**src/rtl/video_timing_pkg.sv**
```systemverilog
// Shared types and timing presets for the raster timing controller.
// Axis phase encoding plus XGA and VGA constant sets.
package video_timing_pkg;

  typedef enum logic [1:0] {
    PH_ACTIVE,
    PH_FRONT,
    PH_SYNC,
    PH_BACK
  } phase_t;

  // 1024x768@60, 65 MHz
  localparam int XGA_H_ACTIVE = 1024;
  localparam int XGA_H_FRONT  = 24;
  localparam int XGA_H_SYNC   = 136;
  localparam int XGA_H_BACK   = 160;
  localparam int XGA_V_ACTIVE = 768;
  localparam int XGA_V_FRONT  = 3;
  localparam int XGA_V_SYNC   = 6;
  localparam int XGA_V_BACK   = 29;

  // 640x480@60, 25.175 MHz
  localparam int VGA_H_ACTIVE = 640;
  localparam int VGA_H_FRONT  = 16;
  localparam int VGA_H_SYNC   = 96;
  localparam int VGA_H_BACK   = 48;
  localparam int VGA_V_ACTIVE = 480;
  localparam int VGA_V_FRONT  = 10;
  localparam int VGA_V_SYNC   = 2;
  localparam int VGA_V_BACK   = 33;

endpackage

```
**src/rtl/video_timing_axis.sv**
```systemverilog
// One raster axis: a wrapping counter with its ACTIVE/FRONT/SYNC/BACK
// phase, both registered and always consistent with each other.
module video_timing_axis
  import video_timing_pkg::*;
#(
  parameter int ACTIVE = 1024,
  parameter int FRONT  = 24,
  parameter int SYNC   = 136,
  parameter int BACK   = 160
) (
  input  logic        clk,
  input  logic        reset,
  input  logic        step,
  output logic [15:0] count,
  output phase_t      phase,
  output logic        wrap
);

  localparam int TOTAL = ACTIVE + FRONT + SYNC + BACK;
  localparam logic [15:0] LAST    = 16'(TOTAL - 1);
  localparam logic [15:0] B_FRONT = 16'(ACTIVE);
  localparam logic [15:0] B_SYNC  = 16'(ACTIVE + FRONT);
  localparam logic [15:0] B_BACK  = 16'(ACTIVE + FRONT + SYNC);

  logic [15:0] count_nx;
  phase_t      phase_nx;

  assign wrap = step && (count == LAST);

  // Next count and phase; the phase changes when the count lands on a boundary.
  always_comb begin
    count_nx = count;
    phase_nx = phase;
    if (step) begin
      count_nx = wrap ? 16'd0 : count + 16'd1;
      unique case (1'b1)
        count_nx == 16'd0:   phase_nx = PH_ACTIVE;
        count_nx == B_FRONT: phase_nx = PH_FRONT;
        count_nx == B_SYNC:  phase_nx = PH_SYNC;
        count_nx == B_BACK:  phase_nx = PH_BACK;
        default:             phase_nx = phase;
      endcase
    end
  end

  // Count and phase registers.
  always_ff @(posedge clk or posedge reset) begin
    if (reset) begin
      count <= 16'd0;
      phase <= PH_ACTIVE;
    end else begin
      count <= count_nx;
      phase <= phase_nx;
    end
  end

endmodule

```
**src/rtl/video_timing.sv**
```systemverilog
// Raster timing controller: x/y, visible, delayed syncs, line/frame markers.
// Syncs lag x/y by SYNC_DELAY clks to line up with registered pixel data.
module video_timing
  import video_timing_pkg::*;
#(
  parameter int   H_ACTIVE   = XGA_H_ACTIVE,
  parameter int   H_FRONT    = XGA_H_FRONT,
  parameter int   H_SYNC     = XGA_H_SYNC,
  parameter int   H_BACK     = XGA_H_BACK,
  parameter int   V_ACTIVE   = XGA_V_ACTIVE,
  parameter int   V_FRONT    = XGA_V_FRONT,
  parameter int   V_SYNC     = XGA_V_SYNC,
  parameter int   V_BACK     = XGA_V_BACK,
  parameter logic HSYNC_POL  = 1'b0,
  parameter logic VSYNC_POL  = 1'b0,
  parameter int   SYNC_DELAY = 1
) (
  input  logic        clk,
  input  logic        reset,
  input  logic        pix_en,
  output logic [15:0] x,
  output logic [15:0] y,
  output logic        visible,
  output logic        hsync,
  output logic        vsync,
  output logic        line_start,
  output logic        frame_start
);

  localparam int H_TOTAL = H_ACTIVE + H_FRONT + H_SYNC + H_BACK;
  localparam int V_TOTAL = V_ACTIVE + V_FRONT + V_SYNC + V_BACK;

  if (H_ACTIVE < 1 || H_FRONT < 1 || H_SYNC < 1 || H_BACK < 1 ||
      H_TOTAL > 65535) begin : g_h_bad
    $error("video_timing: illegal horizontal timing");
  end
  if (V_ACTIVE < 1 || V_FRONT < 1 || V_SYNC < 1 || V_BACK < 1 ||
      V_TOTAL > 65535) begin : g_v_bad
    $error("video_timing: illegal vertical timing");
  end
  if (SYNC_DELAY < 0 || SYNC_DELAY > 4) begin : g_d_bad
    $error("video_timing: SYNC_DELAY must be 0..4");
  end

  phase_t h_ph;
  phase_t v_ph;
  logic   h_wrap;
  logic   v_wrap;
  logic   v_step;
  logic   hs_raw;
  logic   vs_raw;

  assign v_step = h_wrap & pix_en;

  video_timing_axis #(
    .ACTIVE (H_ACTIVE),
    .FRONT  (H_FRONT),
    .SYNC   (H_SYNC),
    .BACK   (H_BACK)
  ) u_h (
    .clk   (clk),
    .reset (reset),
    .step  (pix_en),
    .count (x),
    .phase (h_ph),
    .wrap  (h_wrap)
  );

  video_timing_axis #(
    .ACTIVE (V_ACTIVE),
    .FRONT  (V_FRONT),
    .SYNC   (V_SYNC),
    .BACK   (V_BACK)
  ) u_v (
    .clk   (clk),
    .reset (reset),
    .step  (v_step),
    .count (y),
    .phase (v_ph),
    .wrap  (v_wrap)
  );

  // Reset forces visible low even though the counters sit at (0,0).
  assign visible = ~reset & (h_ph == PH_ACTIVE) & (v_ph == PH_ACTIVE);

  assign hs_raw = (h_ph == PH_SYNC) ? HSYNC_POL : ~HSYNC_POL;
  assign vs_raw = (v_ph == PH_SYNC) ? VSYNC_POL : ~VSYNC_POL;

  if (SYNC_DELAY == 0) begin : g_nodly
    assign hsync = hs_raw;
    assign vsync = vs_raw;
  end else begin : g_dly
    logic [SYNC_DELAY-1:0] hs_sr;
    logic [SYNC_DELAY-1:0] vs_sr;

    // Free-running sync delay line, independent of pix_en.
    always_ff @(posedge clk or posedge reset) begin
      if (reset) begin
        hs_sr <= {SYNC_DELAY{~HSYNC_POL}};
        vs_sr <= {SYNC_DELAY{~VSYNC_POL}};
      end else begin
        hs_sr <= (hs_sr << 1) | SYNC_DELAY'(hs_raw);
        vs_sr <= (vs_sr << 1) | SYNC_DELAY'(vs_raw);
      end
    end

    assign hsync = hs_sr[SYNC_DELAY-1];
    assign vsync = vs_sr[SYNC_DELAY-1];
  end

  // Markers pulse in the one cycle after a counter wrap actually happened.
  always_ff @(posedge clk or posedge reset) begin
    if (reset) begin
      line_start  <= 1'b0;
      frame_start <= 1'b0;
    end else begin
      line_start  <= h_wrap;
      frame_start <= h_wrap & v_wrap;
    end
  end

endmodule

```
**config.mk**
```make
export PLATFORM = sky130hd
export DESIGN_NAME = video_timing
export DESIGN_NICKNAME = d
export VERILOG_FILES = /design/src/rtl/video_timing_pkg.sv /design/src/rtl/video_timing_axis.sv /design/src/rtl/video_timing.sv
export SDC_FILE = /design/constraint.sdc
export NUM_CORES = 1
export LEC_CHECK = 0
export CAP_MARGIN = 20
export CORE_ASPECT_RATIO = 1.5
export CORE_MARGIN = 3
export CORE_UTILIZATION = 53
export CTS_BUF_LIST = sky130_fd_sc_hd__clkbuf_8 sky130_fd_sc_hd__clkbuf_16
export DETAILED_ROUTE_END_ITERATION = 8
export PLACE_DENSITY = 0.83
export RECOVER_POWER = 100
export SLEW_MARGIN = 20
export SYNTH_ARGS = -nofsm -noshare
export SYNTH_HDL_FRONTEND = slang
export SYNTH_SLANG_ARGS = --single-unit
export TNS_END_PERCENT = 1
```
**constraint.sdc**
```tcl
create_clock -name clk -period 7.7 [get_ports clk]
set_clock_uncertainty 0.05 [all_clocks]
set_input_delay 1.155 -clock clk [delete_from_list [all_inputs] [get_ports clk]]
set_output_delay 1.155 -clock clk [all_outputs]
set_load 0.005 [all_outputs]
```
After elaboration in Yosys (flattened, before gate mapping) --
Cells that the tools add are included.
Operators by class: $add $sub $neg 2, equal/unequal tests 10, muxes and demuxes 6, bitwise gates (word level) 5, reductions and logical operators 10
Operators with widths (number):
- equality test 16 x 10 -> 1 bit (second input constant) | 4
- equality test 16 x 11 -> 1 bit (second input constant) | 4
- adder 16 x 1 -> 16 bit (second input constant) | 2
- logical NOT 16 bit | 2
- two-way mux 16 bit | 2
- one-hot mux 2 bit (4 select lines) | 2
- nonzero test 4 bit | 2
- bitwise AND 1 bit | 4
- equality test 2 bit (second input constant) | 2
- logical NOT 2 bit | 2
- AND reduction 2 bit | 2
- logical AND 1 bit | 2
- two-way mux 1 bit | 2
- inverter 1 bit | 1
Storage, ports and cells: bits in registers 40, bits of input ports 3, output and inout bits 37, word-level logic and storage cells 41

Longest topological paths before layout --
Gate-level depths: netlist of run 1.
word-level depth 8, mapped depth 11

Hierarchy --
Synthesis of run 1 repeated with hierarchy kept, for this count alone.
Second synthesis, totals: cell total of the unflattened synthesis 328, area total of the unflattened synthesis 2941.6 um2
Modules (own cells, without submodules):
- video_timing_axis (u_h) | times used 1, cells an instance 160, area an instance 1405.1 um2, sequential area each 450.4 um2
- video_timing_axis (u_v) | times used 1, cells an instance 157, area an instance 1393.8 um2, sequential area each 450.4 um2
- video_timing | times used 1, cells an instance 11, area an instance 142.6 um2, sequential area each 102.6 um2

Worst setup path after synthesis of run 1 --
No wires, ideal clock.
path type input port to output port, start input reset, end output visible, arrival time 1657 ps, data required time 6495 ps, setup slack 4838 ps, stages on the path 2, path buffers 0, cell sequence or4_1 nor2_1
Between the ends: cells in the longest elaborated chain, start to end 3
Ends and longest elaborated chain:
- from (decl) | line video_timing.sv:19 | input logic reset,
- inverter 1 bit | line video_timing.sv:84 | assign visible = ~reset & (h_ph == PH_ACTIVE) & (v_ph == PH_ACTIVE);
- bitwise AND 1 bit (2 in a row) | line video_timing.sv:84
- to (decl) | line video_timing.sv:23 | output logic visible,
No other way between the ends.

Worst setup path in the final report of run 1 --
start input pix_en, end register u_h.phase[0]
Between the ends: cells in the longest elaborated chain, start to end 5, elaborated cells between the ends (all ways) 9, those cells by class eq/ne (3); mux (2); reduce/logical (4)
Ends and longest elaborated chain:
- from (decl) | line video_timing.sv:20 | input logic pix_en,
- logical AND 1 bit | line video_timing_axis.sv:28 | assign wrap = step && (count == LAST);
- two-way mux 16 bit | line video_timing_axis.sv:35 | count_nx = wrap ? 16'd0 : count + 16'd1;
- equality test 16 x 11 -> 1 bit (tied with other cells) | line video_timing_axis.sv:40 | count_nx == B_BACK: phase_nx = PH_BACK;
- nonzero test 4 bit (no source line)
- AND reduction 2 bit (no source line)
- to (signal assigned) | line video_timing_axis.sv:53 | phase <= phase_nx;
- to (decl) | line video_timing_axis.sv:15 | output phase_t phase,
Parallel ways exist; a longest one is shown, timed or not. A chain may end at the register's enable or synchronous reset.

==> flow_summary.json, run 1 <==
{
  "final.min_clock_period_ns": 4.19,
  "dpl.hpwl_mm": 4.62,
  "crit_arrival_ns": 4.38,
  "gr-usage-met3": 0.0373,
  "critPathLaunchType": "primary input",
  "place_congestion": 0.897,
  "hp-start": "u_v.phase[1]$_DFFE_PP0P_",
  "portBuffers": 39,
  "ant_nets": 0,
  "vias": 2541,
  "hold_path.class": "flop to flop",
  "syn_area_per_cell_um2": 8.51,
  "holdPathStages": 1,
  "ctsLongestPathBuffers": 2,
  "yosysTopAreaCellShare": 0.351,
  "clock_latency_ns": 0.30,
  "netlist_instances": 318,
  "vdd_drop_max_uv": 164,
  "power.density_nw_per_um2": 180,
  "seq_area_frac_synth": 0.371,
  "finalHoldViolations": 0,
  "use_met1": 0.280,
  "synth_cell_type_count": 57,
  "setup_viol": 0,
  "final_util": 0.640,
  "fin_nets": 346,
  "seq_area_um2": 1000,
  "via_per_inst": 6.24,
  "io_pins": 40,
  "whs_endpoint": "vsync$_DFF_PP1_",
  "max_freq_ghz": 0.239,
  "ctsResizeCount": 0,
  "cp_slowest_stage_delay_ns": 0.87,
  "area_delta_synth_final_pct": 15.6,
  "die_x_um": 64.3,
  "grt_max_degree": 41,
  "drt_iter0_drc": 189,
  "die_h_um": 93.5,
  "yosys_warnings": 0,
  "fillerInstances": 432,
  "wl_per_cell_um": 15.9,
  "violations": "capacitance limit, slew limit",
  "critPathKind": "primary input to flop",
  "grt_pass1_vias": 2400,
  "synthArstFlopShare": 1.00,
  "fin_tns_setup_ns": 0,
  "synthesis.nets": 324,
  "r2r.worst_path.cells": 8,
  "postCtsHoldBufs": 0,
  "post-route-period-util": 0.544,
  "ys_top_cells_by_count": "dfrtp_1 (38), nand2_1 (29), o21ai_0 (27), xnor2_1 (20)",
  "drc_errors": 0,
  "grt_pass1_wl_mm": 11.3,
  "coreArea_um2": 4890,
  "global_route.peak_usage_layer": "met2",
  "rsz0062_at_grt": "no",
  "die_area_um2": 6020,
  "rr_startpoint": "u_h.count[0]$_DFFE_PP0P_",
  "synth_seq_cells": 40,
  "synth-edff-count": 0,
  "grt_antenna_before_repair": 0,
  "r2r_slack_ns": 4.27,
  "clk_transition_reported_paths_ns": 0.08,
  "htreeDepth": 2,
  "worst_setup_path_end_kind": "flop",
  "initial_core_util": 0.554,
  "ys.flop_type": "dfrtp_1",
  "maxCapViolCount": 1,
  "grt_util_all_layers": 0.235,
  "slew_headroom": -0.430,
  "critPathSlowestCell": "dlygate4sd3_1",
  "cts_made_buffers": 5,
  "drt-pass1-iter-count": 5,
  "crit_path_max_fanout": 21,
  "cts_setup_buffers": 0,
  "crit_start": "pix_en",
  "reg2reg_to": "u_h.phase[0]$_DFFE_PP0P_",
  "root_buffer": "clkbuf_8",
  "synth_area_um2": 2710,
  "max_slew.worst_pin.slew_ns": 2.15,
  "tritoncts": "built",
  "clkSinkCount": 40,
  "power_leakage_uw": 0.00129,
  "drive_gt1_frac": 0.0440,
  "synth_area_leaders": "dfrtp_1 (35%), xnor2_1 (6.5%), o21ai_0 (5.0%), nand2_1 (4.0%), nand4_1 (3.5%)",
  "routed_wl_mm": 6.49,
  "grt_overflow": 0,
  "worstPathRequired_ns": 7.89,
  "design_area_um2": 3130,
  "n_antenna_cell": 0,
  "gr-usage-met2": 0.417,
  "finalMaxSlewViolations": 41,
  "crit_chain": "dlygate4sd3_1, nand3_1, or3_1, inv_1, nor2_1, or3_1, a2111oi_0, a21o_1",
  "dpl_cell_area_um2": 3090,
  "multi_input_area_um2": 1530,
  "yosys.cell_count.top_type": "dfrtp_1",
  "finalPower_uw": 564,
  "status": "complete, but fails checks",
  "synth_top_area_cell": "dfrtp_1",
  "rows": 31,
  "crit_path_frequent_cell": "or3_1"
}
[routing by layer]
| layer | routed length, um | up-vias |
|---|---|---|
| li1 | - | 1201 |
| met1 | 2680 | 1243 |
| met2 | 3420 | 83 |
| met3 | 238 | 14 |
| met4 | 147 | 0 |
| met5 | 0 | - |
[registers in the layout, indices dropped and copies added (netlist names)]
| name | cells |
|---|---|
| u_h.count | 16 |
| u_v.count | 16 |
| u_h.phase | 2 |
| u_v.phase | 2 |
| frame_start | 1 |
| hsync | 1 |
| line_start | 1 |
| vsync | 1 |
[worst max path at each step]
stage	to	depth (start not counted)
global route	u_h.phase[0]$_DFFE_PP0P_	8
detailed placement	u_h.phase[0]$_DFFE_PP0P_	8
finish	u_h.phase[0]$_DFFE_PP0P_	8
floorplan	visible	2
CTS	visible	4
global placement	u_h.phase[0]$_DFFE_PP0P_	8
[stage by stage]
step,worst slack [ns],std cells,hold WS [ns]
floorplan,4.84,318,0.336
global placement,3.66,399,0.374
detailed placement,3.59,399,0.371
CTS,3.84,407,0.397
global route,3.28,407,0.423
finish,3.51,407,0.401
[cells in the final DEF, fill, tap and decap left out, types with 3 or more instances in the layout]
master         count
nand3_1           19
nand4_1           15
and3_1             4
nor2b_1            3
a21oi_1            7
nor4_1             3
or4_1              3
nand3b_1           3
o31ai_1            5
ha_1               3
nor3_1            13
xnor2_1           20
nand2b_1           4
o22ai_1            3
nor2_1            18
or3_1              6
xor2_1             9
nand2_1           29
a31oi_1            4
a21o_1             5
a211oi_1           3
inv_1             11
dlygate4sd3_1     39
and4_1             4
clkbuf_8           5
o21ai_0           27
dfrtp_1           38
[where the power goes]
group	internal (uW)	total (uW)	switching, uW
clock network	61.0	134	73.4
registers	229	280	51.0
logic	78.1	149	71.3
[final cells by class]
cell class                 instances  share of cell area
clock inverter                     3             0.00400
timing repair buffer              40               0.126
sequential                        40               0.321
inverter                           9              0.0108
multi-input combinational        244               0.490
tap                               66              0.0264
clock buffer                       5              0.0220
[critical path: cells and delay by family]
kind	cells	cell delay, ns
buf+inv	2	1.43
simple gates	4	1.21
compound gates	2	0.57
[logic make-up (layout without fill, tap and decap cells)]
group,after synthesis,in the layout,share of synthesized area
DFF,40,40,0.371
and+or+nand+nor,140,140,0.288
adders and majority gates,3,3,0.0139
AOI/OAI and AO/OA,70,70,0.174
xor gates and xnor gates,29,29,0.0939
buffers and inverters,34,57,0.0522
muxes,2,2,0.00786
Note: power is estimated with default switching activity, not from simulation.
==> run 2: changes to the inputs <==
clock period = 3.91 ns   (was 7.7 ns; I/O delays follow)
==> flow_summary.json, run 2 (synthesized netlist as in run 1, its figures left out) <==
{
  "status": "complete, but fails checks",
  "violations": "capacitance limit, slew limit",
  "initial_core_util": 0.554,
  "final_cell_mix": "dfrtp_1 (38), dlygate4sd3_1 (38), nand2_1 (29)",
  "worst_setup_path_end_kind": "flop",
  "max_freq_ghz": 0.312,
  "wl_per_cell_um": 16.4,
  "worstPathRequired_ns": 4.08,
  "grt_overflow": 0,
  "rsz0062_at_grt": "no",
  "global_route.peak_usage_layer": "met2",
  "fin_nets": 349,
  "placed_cells_incl_taps": 402,
  "max_slew.worst_pin.slew_ns": 1.51,
  "die_x_um": 64.3,
  "rows": 31,
  "cts_made_buffers": 5,
  "cts_setup_buffers": 0,
  "setup_viol": 0,
  "power_leakage_uw": 0.00130,
  "root_buffer": "clkbuf_8",
  "design_area_um2": 3150,
  "hold_path.class": "flop to flop",
  "drc_errors": 0,
  "tritoncts": "built",
  "gr-usage-met3": 0.0337,
  "clock_latency_ns": 0.29,
  "final.min_clock_period_ns": 3.21,
  "grt_util_all_layers": 0.241,
  "r2r.worst_path.cells": 7,
  "final_cells": 410,
  "fillerInstances": 446,
  "r2r_slack_ns": 0.70,
  "reg_top3": "u_h.count: 16 flops, u_v.count: 16 flops",
  "grt_antenna_before_repair": 0,
  "use_met1": 0.271,
  "finalMaxSlewViolations": 28,
  "die_h_um": 93.5,
  "dpl.hpwl_mm": 4.85,
  "critPathKind": "flop to flop",
  "crit_start": "u_h.count[0]$_DFFE_PP0P_",
  "critPathLaunchType": "flop",
  "crit_path_max_fanout": 14,
  "drive_gt1_frac": 0.0494,
  "rr_startpoint": "u_h.count[0]$_DFFE_PP0P_",
  "ant_nets": 0,
  "seq_area_um2": 1000,
  "maxCapViolCount": 1,
  "final_util": 0.644,
  "place_congestion": 0.912,
  "fin_tns_setup_ns": 0,
  "power.density_nw_per_um2": 354,
  "drt_iter0_drc": 143,
  "gr-usage-met2": 0.432,
  "io_pins": 40,
  "multi_input_area_um2": 1530,
  "vdd_drop_max_uv": 328,
  "post-route-period-util": 0.821,
  "vias": 2523,
  "finalHoldViolations": 0,
  "htreeDepth": 2,
  "n_antenna_cell": 0,
  "routed_wl_mm": 6.72,
  "reg2reg_to": "u_h.phase[0]$_DFFE_PP0P_",
  "coreArea_um2": 4890,
  "portBuffers": 39,
  "fin_ws_ns": 0.700,
  "clk_transition_reported_paths_ns": 0.08,
  "dpl_cell_area_um2": 3100,
  "slew_headroom": -0.00901,
  "post-place-ws_ns": 0.974,
  "crit_arrival_ns": 3.38,
  "via_per_inst": 6.15,
  "grt_max_degree": 28,
  "die_area_um2": 6020,
  "postCtsHoldBufs": 0,
  "clkSinkCount": 40,
  "crit_end": "u_h.phase[0]$_DFFE_PP0P_",
  "grt_pass1_wl_mm": 11.7,
  "grt_pass1_vias": 2541,
  "area_delta_synth_final_pct": 16.2,
  "ctsResizeCount": 0,
  "ctsLongestPathBuffers": 2,
  "drt-pass1-iter-count": 4
}
-- run 2: worst min-delay path by stage --
stage | slack (ns) | end | start | cells past startpoint
detailed placement | 0.37 | vsync$_DFF_PP1_ | u_v.phase[1]$_DFFE_PP0P_ | 1
finish | 0.38 | vsync$_DFF_PP1_ | u_v.phase[1]$_DFFE_PP0P_ | 1
floorplan | 0.34 | vsync$_DFF_PP1_ | u_v.phase[1]$_DFFE_PP0P_ | 1
global route | 0.42 | vsync$_DFF_PP1_ | u_v.phase[1]$_DFFE_PP0P_ | 1
CTS | 0.38 | vsync$_DFF_PP1_ | u_v.phase[1]$_DFFE_PP0P_ | 1
global placement | 0.37 | vsync$_DFF_PP1_ | u_v.phase[1]$_DFFE_PP0P_ | 1
-- run 2: cell type report --
class	instances	share of cell area
multi-input cells	244	0.486
flip-flops and latches	40	0.319
repair buffers	43	0.132
well taps	66	0.0263
clock buffers	5	0.0219
inverters	9	0.0107
clock inverters	3	0.00398
-- run 2: worst max-delay path: stages (launching register included) --
cell and delay, ns:
dfrtp_1 0.51, ha_1 0.50, nand3_1 0.20, or3_1 0.55, a221o_1 0.41, or3_1 0.39, a2111oi_0 0.42, a21o_1 0.13
-- run 2: power by group --
part / internal [uW] / switching, uW
registers: 452 / 100
clock network: 120 / 142
logic: 155 / 146
total: 727 / 388
-- run 2: per-stage QoR --
stage	hold slack (ns)	power [uW]
2_1_floorplan	0.336	762
3_3_place_gp	0.372	866
3_5_place_dp	0.370	878
4_1_cts	0.381	1150
5_1_grt	0.418	1190
6_report	0.376	1110
-- run 2: layer usage --
| layer | up-vias | wire length (um) |
|---|---|---|
| li1 | 1207 | - |
| met2 | 81 | 3610 |
| met3 | 16 | 254 |
| met4 | 0 | 185 |
| met5 | - | 0 |
| met1 | 1219 | 2670 |
